--- config.mk ---
export PLATFORM = sky130hd
export DESIGN_NAME = gs_wr_agen
export DESIGN_NICKNAME = d
export VERILOG_FILES = /design/src/rtl/gs_wr_agen_pkg.sv /design/src/rtl/gs_out_stage.sv /design/src/rtl/gs_wr_agen.sv
export SDC_FILE = /design/constraint.sdc
export NUM_CORES = 1
export LEC_CHECK = 0
export ABC_AREA = 1
export CAP_MARGIN = 10
export CORE_MARGIN = 4
export CORE_UTILIZATION = 33
export CTS_BUF_LIST = sky130_fd_sc_hd__clkbuf_4
export DETAILED_ROUTE_END_ITERATION = 7
export MAX_ROUTING_LAYER = met4
export PLACE_DENSITY = 0.59
export SETUP_SLACK_MARGIN = 0.15
export SLEW_MARGIN = 20
export SYNTH_ARGS = -nofsm -noshare
export SYNTH_HDL_FRONTEND = slang
export SYNTH_HIERARCHICAL = 1
export SYNTH_SLANG_ARGS = --single-unit
export TNS_END_PERCENT = 100
--- constraint.sdc ---
create_clock -name clk -period 2.5 [get_ports clk]
set_input_delay 0.625 -clock clk [delete_from_list [all_inputs] [get_ports clk]]
set_output_delay 0.625 -clock clk [all_outputs]
set_load 0.02 [all_outputs]
--- src/rtl/gs_wr_agen_pkg.sv ---
// gs_wr_agen_pkg
// Shared constants for the filtered-sample write address generator.
//   ST_*   : controller state encoding (IDLE / RUN / DRAIN)
//   PASS_* : pass encoding (row pass first, then column pass)
package gs_wr_agen_pkg;

    localparam logic [1:0] ST_IDLE  = 2'd0;
    localparam logic [1:0] ST_RUN   = 2'd1;
    localparam logic [1:0] ST_DRAIN = 2'd2;

    localparam logic PASS_ROW = 1'b0;
    localparam logic PASS_COL = 1'b1;

endpackage

--- src/rtl/gs_out_stage.sv ---
// gs_out_stage
// One-entry valid/ready register. The payload is captured when load is
// high and held until the consumer takes it (pop). The caller only loads
// when the entry is empty or being popped in the same cycle, so a held
// payload never changes under a stall.
// Ports:
//   clk, rst_n : clock, asynchronous active-low reset
//   flush      : synchronous clear, drops any held entry
//   load, d    : write a new entry
//   pop        : consumer accepts the current entry
//   valid, q   : entry present / entry payload
module gs_out_stage #(
    parameter int W = 8
) (
    input  logic         clk,
    input  logic         rst_n,
    input  logic         flush,
    input  logic         load,
    input  logic [W-1:0] d,
    input  logic         pop,
    output logic         valid,
    output logic [W-1:0] q
);

    // Load wins over pop so a back-to-back stream sustains one entry per clock.
    always_ff @(posedge clk or negedge rst_n) begin
        if (!rst_n) begin
            valid <= 1'b0;
            q     <= '0;
        end else if (flush) begin
            valid <= 1'b0;
            q     <= '0;
        end else if (load) begin
            valid <= 1'b1;
            q     <= d;
        end else if (pop) begin
            valid <= 1'b0;
        end
    end

endmodule

--- src/rtl/gs_wr_agen.sv ---
// gs_wr_agen
// Write address generator for a separable 2-D filter. Filtered samples
// arrive as a stream; the first SKIP samples of each line are pipeline
// fill and are consumed but dropped. Kept samples are written to a
// 2^LOG2N x 2^LOG2N frame memory, row-major on pass 0 and transposed
// (column-major) on pass 1.
// Ports:
//   clk, rst_n                    : clock, asynchronous active-low reset
//   start                         : arms a frame when idle
//   clr                           : synchronous abort back to idle
//   in_valid, in_data, in_ready   : filtered sample stream
//   out_valid, out_addr, out_data,
//   out_ready                     : memory write port
//   busy                          : frame in progress
//   pass_idx                      : current pass (0 row, 1 column)
//   done                          : final write of the frame accepted
module gs_wr_agen
    import gs_wr_agen_pkg::*;
#(
    parameter int DW    = 8,
    parameter int LOG2N = 8,
    parameter int SKIP  = 4,
    parameter int NPASS = 2
) (
    input  logic                 clk,
    input  logic                 rst_n,
    input  logic                 start,
    input  logic                 clr,
    input  logic                 in_valid,
    input  logic [DW-1:0]        in_data,
    output logic                 in_ready,
    output logic                 out_valid,
    output logic [2*LOG2N-1:0]   out_addr,
    output logic [DW-1:0]        out_data,
    input  logic                 out_ready,
    output logic                 busy,
    output logic                 pass_idx,
    output logic                 done
);

    localparam int AW = 2 * LOG2N;
    localparam int XW = LOG2N + 1;
    localparam logic signed [XW-1:0] X_INIT = XW'(-SKIP);
    localparam logic signed [XW-1:0] X_MAX  = XW'((1 << LOG2N) - 1);
    localparam logic [LOG2N-1:0]     Y_MAX  = '1;
    localparam logic                 P_LAST = 1'(NPASS - 1);

    logic [1:0]              state;
    logic signed [XW-1:0]    x;
    logic [LOG2N-1:0]        y;
    logic                    p;

    logic                    accept;
    logic                    x_wrap;
    logic                    last_beat;
    logic                    keep;
    logic [AW-1:0]           wr_addr;
    logic                    out_last;
    logic [AW-1:0]           stage_addr;
    logic [DW-1:0]           stage_data;

    // The counters only move on accepted beats, so a stalled or gappy
    // stream never shifts the address pattern.
    assign accept    = in_valid && in_ready;
    assign x_wrap    = (x == X_MAX);
    assign last_beat = x_wrap && (y == Y_MAX) && (p == P_LAST);
    // Negative x marks the filter fill samples at the start of each line.
    assign keep      = accept && !x[XW-1];
    assign wr_addr   = (p == PASS_COL) ? {x[LOG2N-1:0], y} : {y, x[LOG2N-1:0]};

    assign in_ready  = (state == ST_RUN) && (!out_valid || out_ready) && !clr;
    assign busy      = (state != ST_IDLE);
    assign pass_idx  = p;
    // The last-write flag travels with the entry so done lines up with the
    // handshake of that exact write, however long it stalls.
    assign done      = out_valid && out_ready && out_last && !clr;
    assign out_addr  = stage_addr;
    assign out_data  = stage_data;

    // Controller: the frame ends once the final beat has been accepted and
    // its write (if any) has left the output register.
    always_ff @(posedge clk or negedge rst_n) begin
        if (!rst_n) begin
            state <= ST_IDLE;
        end else if (clr) begin
            state <= ST_IDLE;
        end else begin
            case (state)
                ST_IDLE:  if (start) state <= ST_RUN;
                ST_RUN:   if (accept && last_beat) state <= ST_DRAIN;
                ST_DRAIN: if (!out_valid || out_ready) state <= ST_IDLE;
                default:  state <= ST_IDLE;
            endcase
        end
    end

    // Position counters. After the last beat they wrap naturally back to
    // their initial values, ready for the next frame.
    always_ff @(posedge clk or negedge rst_n) begin
        if (!rst_n) begin
            x <= X_INIT;
            y <= '0;
            p <= PASS_ROW;
        end else if (clr) begin
            x <= X_INIT;
            y <= '0;
            p <= PASS_ROW;
        end else if (accept) begin
            if (x_wrap) begin
                x <= X_INIT;
                if (y == Y_MAX) begin
                    y <= '0;
                    p <= (p == P_LAST) ? PASS_ROW : PASS_COL;
                end else begin
                    y <= y + 1'b1;
                end
            end else begin
                x <= x + XW'(1);
            end
        end
    end

    gs_out_stage #(
        .W (AW + DW + 1)
    ) u_out_stage (
        .clk   (clk),
        .rst_n (rst_n),
        .flush (clr),
        .load  (keep),
        .d     ({last_beat, wr_addr, in_data}),
        .pop   (out_ready),
        .valid (out_valid),
        .q     ({out_last, stage_addr, stage_data})
    );

endmodule

* Word level (Yosys, flattened, before mapping) *
Cells that the tools add are included.

storage, ports and cells
  bits in registers = 46
  input port bits = 14
  output and inout port bits = 29
  word-level logic and storage cells = 62

operators by class
  add/sub/neg operators = 2
  equality and inequality tests = 7
  muxes and demuxes = 23
  reduce and logical (&&, ||, !) cells = 24

operators by type and width
  kind                                                    count
  two-way mux 25 bit                                      2
  two-way mux 8 bit                                       4
  two-way mux 9 bit                                       3
  two-way mux 16 bit                                      1
  logical AND 1 bit                                       10
  nonzero test 2 bit                                      5
  adder 9 x 2 -> 9 bit (second input constant)            1
  == test 9 bit (second input constant)                   1
  adder 8 x 1 -> 8 bit (second input constant)            1
  == test 8 bit (second input constant)                   1
  two-way mux 1 bit                                       8
  two-way mux 2 bit                                       4
  inequality test 3 bit (second input constant)           2
  one-hot mux 2 bit (3 select lines)                      1
  AND reduction 3 bit                                     2
  logical NOT 1 bit                                       3
  inequality test 3 x 2 -> 1 bit (second input constant)  1
  nonzero test 3 bit                                      1
  == test 2 x 1 -> 1 bit (second input constant)          1
  == test 2 bit (second input constant)                   1
  logical NOT 2 bit                                       1
  AND reduction 2 bit                                     1
  logical OR 1 bit                                        1

* Depth between registers and ports, before layout *
  word-level depth = 9
  gate-level depth with buffers = 12
  mapped depth without buffers = 12

* Cells and area by module *
The synthesis kept the hierarchy.

by module, submodules not included
  module        instances  cells an instance  area an instance (µm²)  seq. area each (µm²)
  gs_wr_agen    1          215                1421.4                  509.2
  gs_out_stage  1          114                1062.3                  650.6

* Least setup slack after synthesis *
No wires, ideal clock.

  path type = input -> register
  from = input port clr
  to = register u_out_stage.q[1]
  setup time = 0.117 ns
  arrival = 1.767 ns
  required time = 2.383 ns
  path slack = 0.616 ns
  stages = 10
  path buffers = 2
  path through = inv_2 -> nand3_1 -> nor2_2 -> nand2_1 -> nor2_1 -> buf_6 -> nor2_4 -> buf_6 -> nand2_1 -> nand2_1

between the ends
  word-level cells in the longest chain between the ends = 5
  elaborated cells on any way between the ends = 6
  classes of those cells = 1 x mux; 5 x reduce/logical

ends and longest elaborated chain
  element                              RTL line            source
  start: declaration                   gs_wr_agen.sv:28    input logic clr,
  logical NOT 1 bit                    gs_wr_agen.sv:71    assign in_ready = (state == ST_RUN) && (!out_valid || out_ready) && !clr;
  logical AND 1 bit                    gs_wr_agen.sv:71
  via in_ready                         gs_wr_agen.sv:31    output logic in_ready,
  logical AND 1 bit                    gs_wr_agen.sv:64    assign accept = in_valid && in_ready;
  logical AND 1 bit                    gs_wr_agen.sv:68    assign keep = accept && !x[XW-1];
  via keep                             gs_wr_agen.sv:56    logic keep;
  nonzero test 2 bit (no source line)  -
  end signal: assignment               gs_out_stage.sv:29  q <= '0;
  end signal: assignment               gs_out_stage.sv:32  q <= '0;
  end signal: assignment               gs_out_stage.sv:35  q <= d;
  end: declaration                     gs_out_stage.sv:22  output logic [W-1:0] q

The timed path passes the listed nets, and every way through them passes these cells.
A chain may end at the register's enable or synchronous reset.

* Final worst setup path *
  from = input port out_ready
  to = output port in_ready

between the ends
  word-level cells in the longest chain between the ends = 3

ends and longest elaborated chain
  element                         RTL line          source
  start: declaration              gs_wr_agen.sv:35  input logic out_ready,
  logical OR 1 bit                gs_wr_agen.sv:71
  logical AND 1 bit (2 in a row)  gs_wr_agen.sv:71
  end: declaration                gs_wr_agen.sv:31

No other way between the ends.

==> impl_metrics.json <==
{
  "grt_max_degree": 47,
  "clockPowerShare": 0.303,
  "cp-startpoint": "out_ready",
  "drv_cap": 0,
  "nNetsFinal": 394,
  "wl_per_cell_um": 13.35,
  "cp-start-kind": "primary input",
  "dp_worst_setup_slack_ns": -0.2095,
  "io_pins": 43,
  "rrSetupSlack_ns": 0.41,
  "post_dp_cell_area_mm2": 0.003035,
  "vdd_ir_drop_max_uv": 271.9,
  "synth_area_mm2": 0.002484,
  "final_common_cell": "nand2_1",
  "reg2reg_from": "x[3]$_DFFE_PN1P_",
  "viasPerCell": 4.751,
  "initial_core_util": 0.3406,
  "pwr_density_cell_mw_per_mm2": 501.1,
  "diodes": 0,
  "yosys_warnings": 6,
  "grt_first_pass_wirelength_um": 10940,
  "synth_cells": 329,
  "worstRegToRegCells": 11,
  "path_clk_slew_ns": 0.14,
  "final_cells": 477,
  "dpl.hpwl_um": 4603,
  "slew_headroom": 0.5872,
  "root_buffer": "clkbuf_4",
  "clk_latency_ns": 0.36,
  "drc": 0,
  "timing.fmax_mhz": 445.9,
  "p_leak_nw": 1.545,
  "ant_nets": 0,
  "skew_ns": 0.005404,
  "crit_fanout": 3,
  "synth_nets": 346,
  "fp-row-count": 31,
  "numCtsBuffers": 5,
  "rr_endpoint": "y[4]$_DFFE_PN0P_",
  "seqPwrFrac": 0.513,
  "grt.total_usage": 0.1585,
  "worst_pin_slew_ns": 0.6177,
  "routed_wl_um": 6367,
  "grt_pass1_vias": 2303,
  "cts_max_level": 2,
  "num_vias": 2266,
  "final_cell_mix": "nand2_1, nand3_1, clkdlybuf4s50_1, dfrtp_1, inv_1",
  "utilization": 0.4266,
  "p_comb_frac": 0.184,
  "critical_path_required_ns": 1.88,
  "ys_ff_latch": 46,
  "intPower_mw": 1.095,
  "grt_overflow_total": 0,
  "die_w_um": 94.76,
  "antenna_found_initial": 0,
  "worstSetupPathType": "in -> out",
  "synth_cell_type_count": 25,
  "min_period_over_period": 0.8970,
  "hold_path_class": "in -> async",
  "period_needed_ns": 2.243,
  "portBuffers": 42,
  "hold_slack_ns": 0.2261,
  "critPathArrivalTime_ns": 1.62,
  "dr.pass1.iters": 4,
  "synthToLayoutAreaGrowth_pct": 25.24,
  "drt_iter0_drc": 133,
  "end_kind": "output pin",
  "p_sw_mw": 0.4638,
  "worst_slack_ns": 0.2575,
  "drive_above_1_share": 0.1323,
  "coreArea_mm2": 0.007292,
  "rsz0062_at_grt": "false",
  "clock-sinks": 46,
  "finalMaxSlewViolations": 0,
  "outcome": "completed",
  "cts_tree": "yes",
  "gp_congestion": 0.8598,
  "cts_buffer_depth": 2,
  "synth-seq-area-share": 0.4670,
  "setup_viol": 0,
  "swShare": 0.2976,
  "hold_violations": 0,
  "finalInstanceArea_mm2": 0.003110,
  "avgSynthCellArea_um2": 7.549,
  "dieArea_mm2": 0.008979,
  "die_h_um": 94.76,
  "placed_cells": 469
}
[kinds of logic after synthesis]
family	share of synthesized area
AND/OR/NAND/NOR	0.3703
flip-flops	0.4670
buffers and inverters	0.07808
AO/OA/AOI/OAI	0.06600
adder cells (fa/ha/maj)	0.01511
XOR/XNOR	0.003527
[per-layer routing]
| metal | GRT usage | up-vias | share of wire |
|---|---|---|---|
| met3 | 0.03665 | 10 | 0.061 |
| met1 | 0.1900 | 1054 | 0.46 |
| met4 | 0.03486 | 0 | 0.011 |
| met2 | 0.2713 | 53 | 0.47 |
| met5 | - | - | 0 |
| li1 | - | 1149 | - |
[registers in the layout (all words and copies together) (netlist names)]
| name | cells |
|---|---|
| x | 9 |
| u_out_stage/valid | 1 |
| pass_idx | 1 |
| state | 2 |
| y | 8 |
| u_out_stage/q | 25 |
[worst max-delay path: stages]
cell,delay (ns)
clkdlybuf4s50_1,0.52
inv_1,0.07
nand2_2,0.07
inv_1,0.06
nor2_2,0.12
buf_4,0.15
[how the worst max path moves through the flow]
stage / end / slack [ns]
4_1_cts: done / 0.17
2_1_floorplan: u_out_stage/q[1]$_DFFE_PN0P_ / 0.62
5_1_grt: in_ready / 0.16
6_report: in_ready / 0.26
3_3_place_gp: in_ready / -0.22
3_5_place_dp: in_ready / -0.21
[power by group through the flow]
| stage | registers (mW) | logic (mW) | clock network (mW) |
|---|---|---|---|
| 4_1_cts | 0.799 | 0.289 | 0.495 |
| 5_1_grt | 0.805 | 0.326 | 0.527 |
| 3_3_place_gp | 0.811 | 0.285 | 0 |
| 3_5_place_dp | 0.813 | 0.289 | 0 |
| 6_report | 0.799 | 0.287 | 0.472 |
| 2_1_floorplan | 0.815 | 0.165 | 0 |
[final cells by class]
| class | count | area [µm²] |
|---|---|---|
| clock buffers | 6 | 45.04 |
| clock inverters | 2 | 37.54 |
| fillers | 780 | 4182 |
| inverters | 27 | 101.3 |
| multi-input cells | 243 | 1132 |
| flip-flops and latches | 46 | 1160 |
| well taps | 99 | 123.9 |
| repair buffers | 54 | 510.5 |
[cell usage after synthesis, drive strengths merged]
cell    number  share of area
nand4        6          0.015
dfstp        7          0.074
xnor2        1         0.0035
buf         10          0.033
ha           3          0.015
dfrtp       39           0.39
nor2        20          0.035
o21ai       28          0.064
nand3       51           0.10
inv         27          0.041
a21oi        1         0.0020
nand2      129           0.21
nor3         4          0.010
clkbuf       3         0.0045
[repair_timing]
| item | 4_1_cts | 5_1_grt |
|---|---|---|
| pin swaps | 0 | 0 |
| setup buffers | 0 | 0 |
| endpoints found under the setup margin | 2 | 2 |
| resized for setup | 6 | 2 |
| endpoints found under the hold margin | 0 | 0 |
| hold buffers | 0 | 0 |
[per-stage QoR]
stage	total power, mW	setup TNS [ns]
detailed placement	1.102	-0.3430
CTS	1.583	0
global route	1.657	0
floorplan	0.9799	0
global placement	1.096	-0.3410
finish	1.559	0
Note: power is estimated with default switching activity, not from simulation.
